--- config.mk ---
export PLATFORM = sky130hd
export DESIGN_NAME = attack_resolver
export DESIGN_NICKNAME = d
export VERILOG_FILES = /design/src/rtl/fighter_pkg.sv /design/src/rtl/attack_fsm.sv /design/src/rtl/attack_resolver.sv
export SDC_FILE = /design/constraint.sdc
export NUM_CORES = 1
export LEC_CHECK = 0
export CAP_MARGIN = 30
export CELL_PAD_IN_SITES_DETAIL_PLACEMENT = 2
export CELL_PAD_IN_SITES_GLOBAL_PLACEMENT = 2
export CORE_AREA = 2 2 111 113
export DETAILED_ROUTE_END_ITERATION = 10
export DIE_AREA = 0 0 113 115
export PLACE_DENSITY = 0.88
export SLEW_MARGIN = 20
export SYNTH_ARGS = -nofsm -noshare
export SYNTH_HDL_FRONTEND = slang
export SYNTH_SLANG_ARGS = --single-unit
--- constraint.sdc ---
create_clock -name Clk -period 3.1 [get_ports Clk]
set_clock_uncertainty 0.2 [all_clocks]
set_input_delay 0.62 -clock Clk [delete_from_list [all_inputs] [get_ports Clk]]
set_output_delay 0.62 -clock Clk [all_outputs]
set_load 0.1 [all_outputs]
--- src/rtl/fighter_pkg.sv ---
// Shared types and constants for the fighter attack logic.
package fighter_pkg;

    typedef enum logic [2:0] {
        ST_IDLE     = 3'd0,
        ST_STARTUP  = 3'd1,
        ST_ACTIVE   = 3'd2,
        ST_RECOVERY = 3'd3,
        ST_STUN     = 3'd4
    } attack_state_t;

    localparam logic [7:0] P1_ATK_KEY  = 8'h09;
    localparam logic [7:0] P2_ATK_KEY  = 8'h0F;
    localparam int         STARTUP_FR  = 4;
    localparam int         ACTIVE_FR   = 3;
    localparam int         RECOVERY_FR = 6;
    localparam int         HITSTUN_FR  = 10;
    localparam logic [9:0] REACH       = 10'd48;
    localparam logic [9:0] Y_TOL       = 10'd32;

    // Absolute difference of two pixel coordinates, widened so no wrap can occur.
    function automatic logic [10:0] abs_diff(input logic [9:0] a, input logic [9:0] b);
        logic [10:0] a_ext;
        logic [10:0] b_ext;
        a_ext = {1'b0, a};
        b_ext = {1'b0, b};
        return (a_ext >= b_ext) ? (a_ext - b_ext) : (b_ext - a_ext);
    endfunction

endpackage

--- src/rtl/attack_fsm.sv ---
// Per-player attack sequencer with a frame-based down-counter.
//
//   state    | meaning
//   ---------+---------------------------------------------------
//   IDLE     | waiting for a fresh press
//   STARTUP  | wind-up, cannot hit yet
//   ACTIVE   | hitbox live; one connect allowed per attack
//   RECOVERY | cool-down, cannot start a new attack
//   STUN     | took a hit; any phase is cancelled, re-hit restarts
module attack_fsm
    import fighter_pkg::*;
#(
    parameter int STARTUP_LEN  = STARTUP_FR,
    parameter int ACTIVE_LEN   = ACTIVE_FR,
    parameter int RECOVERY_LEN = RECOVERY_FR,
    parameter int HITSTUN_LEN  = HITSTUN_FR
) (
    input  logic       Clk,
    input  logic       Reset_n,
    input  logic       frame_tick,
    input  logic       press,
    input  logic       got_hit,
    input  logic       landed,
    output logic [2:0] state,
    output logic       is_active,
    output logic       has_hit
);

    localparam logic [3:0] STARTUP_LD  = 4'(STARTUP_LEN - 1);
    localparam logic [3:0] ACTIVE_LD   = 4'(ACTIVE_LEN - 1);
    localparam logic [3:0] RECOVERY_LD = 4'(RECOVERY_LEN - 1);
    localparam logic [3:0] HITSTUN_LD  = 4'(HITSTUN_LEN - 1);

    attack_state_t state_q;
    logic [3:0]    cnt;

    // Phase sequencing; a hit overrides both the press and the normal advance.
    always_ff @(posedge Clk or negedge Reset_n) begin
        if (!Reset_n) begin
            state_q <= ST_IDLE;
            cnt     <= 4'd0;
            has_hit <= 1'b0;
        end else if (frame_tick) begin
            if (landed) has_hit <= 1'b1;
            if (got_hit) begin
                state_q <= ST_STUN;
                cnt     <= HITSTUN_LD;
            end else begin
                case (state_q)
                    ST_IDLE: begin
                        if (press) begin
                            state_q <= ST_STARTUP;
                            cnt     <= STARTUP_LD;
                            has_hit <= 1'b0;
                        end
                    end
                    ST_STARTUP: begin
                        if (cnt == 4'd0) begin
                            state_q <= ST_ACTIVE;
                            cnt     <= ACTIVE_LD;
                        end else begin
                            cnt <= cnt - 4'd1;
                        end
                    end
                    ST_ACTIVE: begin
                        if (cnt == 4'd0) begin
                            state_q <= ST_RECOVERY;
                            cnt     <= RECOVERY_LD;
                        end else begin
                            cnt <= cnt - 4'd1;
                        end
                    end
                    ST_RECOVERY, ST_STUN: begin
                        if (cnt == 4'd0) state_q <= ST_IDLE;
                        else             cnt     <= cnt - 4'd1;
                    end
                    default: begin
                        state_q <= ST_IDLE;
                        cnt     <= 4'd0;
                    end
                endcase
            end
        end
    end

    assign state     = state_q;
    assign is_active = (state_q == ST_ACTIVE);

endmodule

--- src/rtl/attack_resolver.sv ---
// Two-player punch sequencing and hit resolution between position and health logic.
module attack_resolver
    import fighter_pkg::*;
(
    input  logic       Clk,
    input  logic       Reset_n,
    input  logic       frame_tick,
    input  logic [7:0] keycode_0,
    input  logic [7:0] keycode_1,
    input  logic [7:0] keycode_2,
    input  logic [7:0] keycode_3,
    input  logic [9:0] Player1X,
    input  logic [9:0] Player1Y,
    input  logic [9:0] Player2X,
    input  logic [9:0] Player2Y,
    output logic       ryu_hit,
    output logic       akuma_hit,
    output logic [2:0] p1_state,
    output logic [2:0] p2_state
);

    logic        pressed1, pressed2;
    logic        prev1, prev2;
    logic        armed1, armed2;
    logic        press1, press2;
    logic [10:0] dx, dy;
    logic        in_range;
    logic        p1_active, p2_active;
    logic        p1_has_hit, p2_has_hit;
    logic        connect1, connect2;

    assign pressed1 = (keycode_0 == P1_ATK_KEY) || (keycode_1 == P1_ATK_KEY) ||
                      (keycode_2 == P1_ATK_KEY) || (keycode_3 == P1_ATK_KEY);
    assign pressed2 = (keycode_0 == P2_ATK_KEY) || (keycode_1 == P2_ATK_KEY) ||
                      (keycode_2 == P2_ATK_KEY) || (keycode_3 == P2_ATK_KEY);

    // Key history; armed stays low after reset until the key is seen released,
    // so a key held through reset cannot fire an attack.
    always_ff @(posedge Clk or negedge Reset_n) begin
        if (!Reset_n) begin
            prev1  <= 1'b0;
            prev2  <= 1'b0;
            armed1 <= 1'b0;
            armed2 <= 1'b0;
        end else if (frame_tick) begin
            prev1 <= pressed1;
            prev2 <= pressed2;
            if (!pressed1) armed1 <= 1'b1;
            if (!pressed2) armed2 <= 1'b1;
        end
    end

    assign press1 = pressed1 && !prev1 && armed1;
    assign press2 = pressed2 && !prev2 && armed2;

    assign dx       = abs_diff(Player1X, Player2X);
    assign dy       = abs_diff(Player1Y, Player2Y);
    assign in_range = (dx <= {1'b0, REACH}) && (dy <= {1'b0, Y_TOL});

    assign connect1 = p1_active && in_range && !p1_has_hit;
    assign connect2 = p2_active && in_range && !p2_has_hit;

    attack_fsm u_p1_fsm (
        .Clk        (Clk),
        .Reset_n    (Reset_n),
        .frame_tick (frame_tick),
        .press      (press1),
        .got_hit    (connect2),
        .landed     (connect1),
        .state      (p1_state),
        .is_active  (p1_active),
        .has_hit    (p1_has_hit)
    );

    attack_fsm u_p2_fsm (
        .Clk        (Clk),
        .Reset_n    (Reset_n),
        .frame_tick (frame_tick),
        .press      (press2),
        .got_hit    (connect1),
        .landed     (connect2),
        .state      (p2_state),
        .is_active  (p2_active),
        .has_hit    (p2_has_hit)
    );

    // Single-cycle hit pulses following the connecting tick.
    always_ff @(posedge Clk or negedge Reset_n) begin
        if (!Reset_n) begin
            ryu_hit   <= 1'b0;
            akuma_hit <= 1'b0;
        end else begin
            ryu_hit   <= frame_tick && connect2;
            akuma_hit <= frame_tick && connect1;
        end
    end

endmodule
# After elaboration in Yosys (flattened, before gate mapping)
# Cells that the tools add are included.
# totals
input_bits	75
elab_cells	117
register_bits	22
mem_bits_rw	0
rom_bits	0
out_inout_bits	8
latch_bits	0
mem_count	0
# op_classes
mul	0
eq_ne	26
muxes	34
div	0
n_bitwise	2
magnitude_cmp	4
add_sub_neg	6
reduce_logical	33
n_shift	0
# ops
cell	n
== test 8 x 4 -> 1 bit (second input constant)	8
subtractor 10 x 10 -> 11 bit	4
2-to-1 mux 4 bit	10
case mux 4 bit (4 select lines)	2
2-to-1 mux 3 bit	10
case mux 3 bit (4 select lines)	2
less-or-equal comparator 11 x 6 -> 1 bit (second input constant)	2
2-to-1 mux 11 bit	2
>= comparator 10 bit	2
== test 3 x 2 -> 1 bit (second input constant)	4
inequality test 3 x 2 -> 1 bit (second input constant)	4
inequality test 3 bit (second input constant)	4
logical AND 1 bit	11
AND reduction 5 bit	2
zero test 4 bit	2
2-to-1 mux 1 bit	8
subtractor 4 x 1 -> 4 bit (second input constant)	2
== test 3 x 1 -> 1 bit (second input constant)	2
== test 3 bit (second input constant)	2
zero test 3 bit	2
logical OR 1 bit	6
inequality test 3 x 1 -> 1 bit (second input constant)	2
AND reduction 3 bit	2
zero test 1 bit	4
other kinds (3)	6

# Logic depth before layout (Yosys ltp)
# logic_depth
ltp_word	10
ltp_mapped	14
depth_no_buf	12

# Hierarchy
# Synthesis repeated with hierarchy kept, for this count alone.
# hier_totals
cells_unflattened	457
area_unflattened_um2	3560.9
# modules_own_cells
module	area_per_inst_um2	seq_area_each_um2	cells_per_inst	n_inst
attack_resolver	2304.7	150.1	327	1
attack_fsm	628.1	200.2	65	2

# Worst setup path before layout
# No wires, ideal clock.
# synth_timing
path_type	input port to flip-flop
startpoint	in Player1X[3]
endpoint	reg u_p1_fsm.cnt[1]
arrival_ps	3085
required_time_ps	2778
setup_slack_ps	-306
stages	13
path_buffers	1
setup_ps	122
cell_sequence	inv_1 > ha_1 > buf_6 > a21oi_4 > nor2b_1 > nor3_2 > o311ai_1 > a211o_1 > or4_4 > a22oi_4 > and3_4 > nand2_4 > a32o_1
# synth_between
elab_chain_cells	8
word_cells_on_any_way	12
classes_between	add/sub (2); order compare (2); eq/ne (2); mux (2); reduce/logical (4)
# synth_rtl
item	line_no	text
start: declaration	attack_resolver.sv:12	input logic [9:0] Player1X,
subtractor 10 x 10 -> 11 bit or >= comparator 10 bit (tied branches)	fighter_pkg.sv:27	return (a_ext >= b_ext) ? (a_ext - b_ext) : (b_ext - a_ext);
2-to-1 mux 11 bit (*)	fighter_pkg.sv:27	
less-or-equal comparator 11 x 6 -> 1 bit (*)	attack_resolver.sv:58	assign in_range = (dx <= {1'b0, REACH}) && (dy <= {1'b0, Y_TOL});
logical AND 1 bit (*)	attack_resolver.sv:58	
logical AND 1 bit (*) (2 in series)	attack_resolver.sv:61	assign connect2 = p2_active && in_range && !p2_has_hit;
inequality test 3 bit (no source line)	n/a	
AND reduction 3 bit (no source line)	n/a	
end signal: assignment	attack_fsm.sv:62	cnt <= cnt - 4'd1;
end signal: assignment	attack_fsm.sv:70	cnt <= cnt - 4'd1;
end signal: assignment	attack_fsm.sv:75	else cnt <= cnt - 4'd1;
end: declaration	attack_fsm.sv:35	logic [3:0] cnt;
# Mark *: on every way between the ends. The rest lies on a longest branch, timed or not.
# A chain may end at the register's enable or synchronous reset.

# Worst setup path in the final report
# layout_timing
startpoint	in Player1Y[8]
endpoint	reg u_p1_fsm.cnt[1]
# layout_between
elab_chain_cells	8
word_cells_on_any_way	12
classes_between	add/sub (2); order compare (2); eq/ne (2); mux (2); reduce/logical (4)
# layout_rtl
item	line_no	text
start: declaration	attack_resolver.sv:13	input logic [9:0] Player1Y,
subtractor 10 x 10 -> 11 bit or >= comparator 10 bit (tied branches)	fighter_pkg.sv:27	
2-to-1 mux 11 bit (*)	fighter_pkg.sv:27	
less-or-equal comparator 11 x 6 -> 1 bit (*)	attack_resolver.sv:58	
logical AND 1 bit (*)	attack_resolver.sv:58	
logical AND 1 bit (*) (2 in series)	attack_resolver.sv:61	
inequality test 3 bit (no source line)	n/a	
AND reduction 3 bit (no source line)	n/a	
# Marks and branches as above.

==> flow_metrics.py <==
metrics = {
    "clock_network": {
        "h-tree-depth": 1,
        "cts-hold-fix-buffers": 0,
        "cts.sinks": 22,
        "cts_made_buffers": 3,
        "insertion_delay_ns": 0.28,
        "clk_pin_slew_ns": 0.08,
        "cts_tree": "yes",
        "cts_root_buffer": "clkbuf_16",
        "cts_buffer_depth": 2,
    },
    "cells_and_area": {
        "num-fill-cells": 1280,
        "area_delta_synth_final_pct": 73.9,
        "nets": 762,
        "multi_input_area_um2": 3280,
        "regArea_um2": 551,
        "final_area_um2": 6010,
        "drive_gt1_share_pct": 42.8,
        "layout.cells.non_filler": 790,
    },
    "global_routing": {
        "grt_max_degree": 23,
        "overflow": 0,
        "grt_usage_pct": 27.8,
        "grt_first_pass_wirelength_um": 28200,
        "grt_pass1_vias": 5088,
        "grt_antenna_before_repair": 1,
    },
    "floorplan": {
        "dieArea_um2": 13000,
        "start_util_pct": 29.3,
        "rows": 40,
        "die_w_um": 113,
        "die_y_um": 115,
        "ios": 83,
        "fp.coreArea_um2": 11800,
    },
    "place": {
        "io_buffers": 82,
        "placed_cells": 762,
        "hpwlAfterDp_um": 12700,
        "place_area_um2": 5070,
        "gp_congestion": 0.845,
        "post-place-ws_ns": -1.11,
    },
    "critical_path": {
        "cp.depth": 13,
        "worstPathArrival_ns": 3.60,
        "cpLargestDelayFamily": "compound AO/OA/AOI/OAI gates",
        "cp_slowest_stage_delay_ns": 0.54,
        "path_buf_inv": 2,
        "cp_slowest_cell": "clkdlybuf4s50_1",
        "crit_path_start_kind": "primary input",
        "cp_max_fo": 6,
        "crit_required_ns": 3.06,
        "cp-end-kind": "flip-flop",
        "ff2ff_path_depth": 5,
        "cp_cell_sequence": "clkdlybuf4s50_1 > inv_1 > ha_1 > nand2_2 > nor2_1 > a211oi_2 > nor3_2 > o22ai_2 > a211oi_2 > a41o_4 > and3_4 > nand2_4 > a32o_2",
        "criticalPathCategory": "primary input to flip-flop",
        "cp_common_cell": "a211oi_2",
    },
    "pwr": {
        "p_switching_uw": 1430,
        "power_leakage_uw": 0.00271,
        "switching_share_pct": 50.9,
        "p_int_uw": 1370,
        "p_total_uw": 2800,
        "powerDensity_nw_per_um2": 466,
        "vdd_drop_max_mv": 0.297,
        "p_clk_share_pct": 14.4,
        "comb_power_share_pct": 66.5,
        "seqPwrFrac_pct": 19.1,
    },
    "sta": {
        "finalSetupViolations": 18,
        "finalHoldViolations": 0,
        "setup_ws_ns": -0.541,
        "finalCriticalPeriod_ns": 3.64,
        "max_clock_freq_mhz": 275,
        "slew_viol_final": 0,
        "period_share_pct": 117,
        "worst_slew_pin_slew_ns": 0.847,
        "max-slew-margin-rel_pct": 43.1,
        "rsz0062_at_grt": "true",
    },
    "route": {
        "vias": 4733,
        "drtPass1Iterations": 8,
        "post-route-drc-count": 6,
        "ant_nets": 0,
        "viasPerCell": 5.99,
        "drt_iter0_drc": 241,
        "routed_wl_um": 23400,
        "routedWlPerCell_um": 29.7,
    },
    "logic_synthesis": {
        "synth.largest_area_cell": "dfrtp_1",
        "yosys_warnings": 0,
        "synth_area_leaders": "dfrtp_1 (16%), ha_1 (16%), inv_1 (5.6%)",
        "synth_top_area_share_pct": 15.9,
        "ys_types": 79,
        "synth_nets": 582,
        "synth_seq_area_share_pct": 15.9,
        "netlist_instances": 463,
        "synth_edf_count": 0,
        "ys_async_sr_fraction_pct": 100,
        "synth.ff_latch_count": 22,
        "synth_area_um2": 3460,
        "avgSynthCellArea_um2": 7.47,
        "synth_flop_cell": "dfrtp_1",
    },
    "min_path": {
        "hold_depth": 1,
        "hp-class": "flip-flop to flip-flop",
    },
    "status": {
        "status": "finished, violations left",
        "violations": "DRC, setup timing",
    },
    "flow_run": {
        "drv_cap": 0,
    },
}
[area by class of cell]
type                       instances  area share [%]
inverter                          53            3.52
clock inverter                     1           0.499
multi-input combinational        368            54.6
timing repair buffer             195            27.8
tap                              147            3.06
clock buffer                       3            1.25
antenna                            1          0.0416
sequential                        22            9.16
[kinds of logic (layout without fill, tap and decap cells)]
logic type / after synthesis / after routing / synth area share (%)
xor+xnor: 19 / 19 / 4.81
buf+inv: 73 / 252 / 10.2
other cells: 0 / 1 / 0
fa+ha+maj: 45 / 45 / 16.2
mux: 5 / 5 / 1.48
compound gates: 127 / 127 / 25.6
simple gates: 172 / 172 / 25.8
flops: 22 / 22 / 15.9
[synth_stat cells, types with 5 or more instances]
cell type / n
xnor2_1: 13
o22ai_1: 6
nor2_1: 49
o31ai_1: 5
buf_6: 7
a211oi_1: 8
o21a_1: 5
nor4_1: 8
and2_1: 8
ha_1: 44
nand2b_1: 7
xor2_1: 6
nand3_1: 12
a21oi_1: 34
dfrtp_1: 22
nand2_1: 27
clkbuf_1: 8
nor2b_1: 8
inv_1: 52
o21ai_0: 22
nor3_1: 22
[state kept, by name (all words and copies together), names as in the netlist]
register	count
akuma_hit	1
armed1	1
armed2	1
prev1	1
prev2	1
ryu_hit	1
u_p1_fsm.cnt	4
u_p1_fsm.has_hit	1
u_p1_fsm.state	3
u_p2_fsm.cnt	4
u_p2_fsm.has_hit	1
u_p2_fsm.state	3
[power by group through the flow]
stage	Combinational (uW)	Clock, uW	Sequential, uW
3_3_place_gp	1290	0	489
2_1_floorplan	804	0	569
6_report	1860	402	536
4_1_cts	1550	378	501
3_5_place_dp	1410	0	503
5_1_grt	1940	415	538
[per-stage QoR]
step	hold slack [ns]	util [%]	TNS, ns
2_1_floorplan	0.124	-	-1.26
3_3_place_gp	0.241	42.9	-13.42
3_5_place_dp	0.271	42.9	-18.23
4_1_cts	0.289	47.6	-6.76
5_1_grt	0.308	50.9	-9.36
6_report	0.292	50.9	-8.41
[cell usage in the layout (no fill, tap or decap), types with 8 or more instances in the layout]
cell type,netlist,final
a21oi_1,34,18
a21oi_2,0,11
buf_4,1,111
buf_6,7,15
clkbuf_2,0,11
clkdlybuf4s50_1,0,37
dfrtp_1,22,22
dlymetal6s2s_1,0,12
ha_1,44,23
ha_4,0,16
inv_1,52,38
inv_2,0,11
nand2_1,27,24
nand3_1,12,8
nor2_1,49,46
nor3_1,22,15
o21ai_0,22,13
xnor2_1,13,13
[final timing paths]
check                      slack [ns]               from         endpoint
max in group asynchronous        1.90            Reset_n  u_p1_fsm.cnt[3]
max                             -0.54        Player1Y[8]  u_p1_fsm.cnt[1]
max reg2reg                      0.30  u_p2_fsm.state[2]  u_p2_fsm.cnt[3]
min in group asynchronous        0.52            Reset_n  u_p2_fsm.cnt[3]
min reg2reg                      0.29             armed2           armed2
min                              0.29             armed2           armed2
[metal layers]
layer  share of wire [%]  GRT usage [%]  vias to the layer above  wire length, um
li1                    -              -                     2006                -
met1                  35           27.6                     2349             8170
met2                  53           57.9                      260            12500
met3                 4.7           3.90                      118             1100
met4                 7.0           9.92                        0             1650
met5                   0              0                        -                0
[timing repair]
| item | CTS | global route |
|---|---|---|
| pin swaps | 48 | 59 |
| setup buffers | 16 | 13 |
| endpoints found under the setup margin | 18 | 18 |
| gates resized for setup | 138 | 114 |
(Power assumes the default switching activity.)
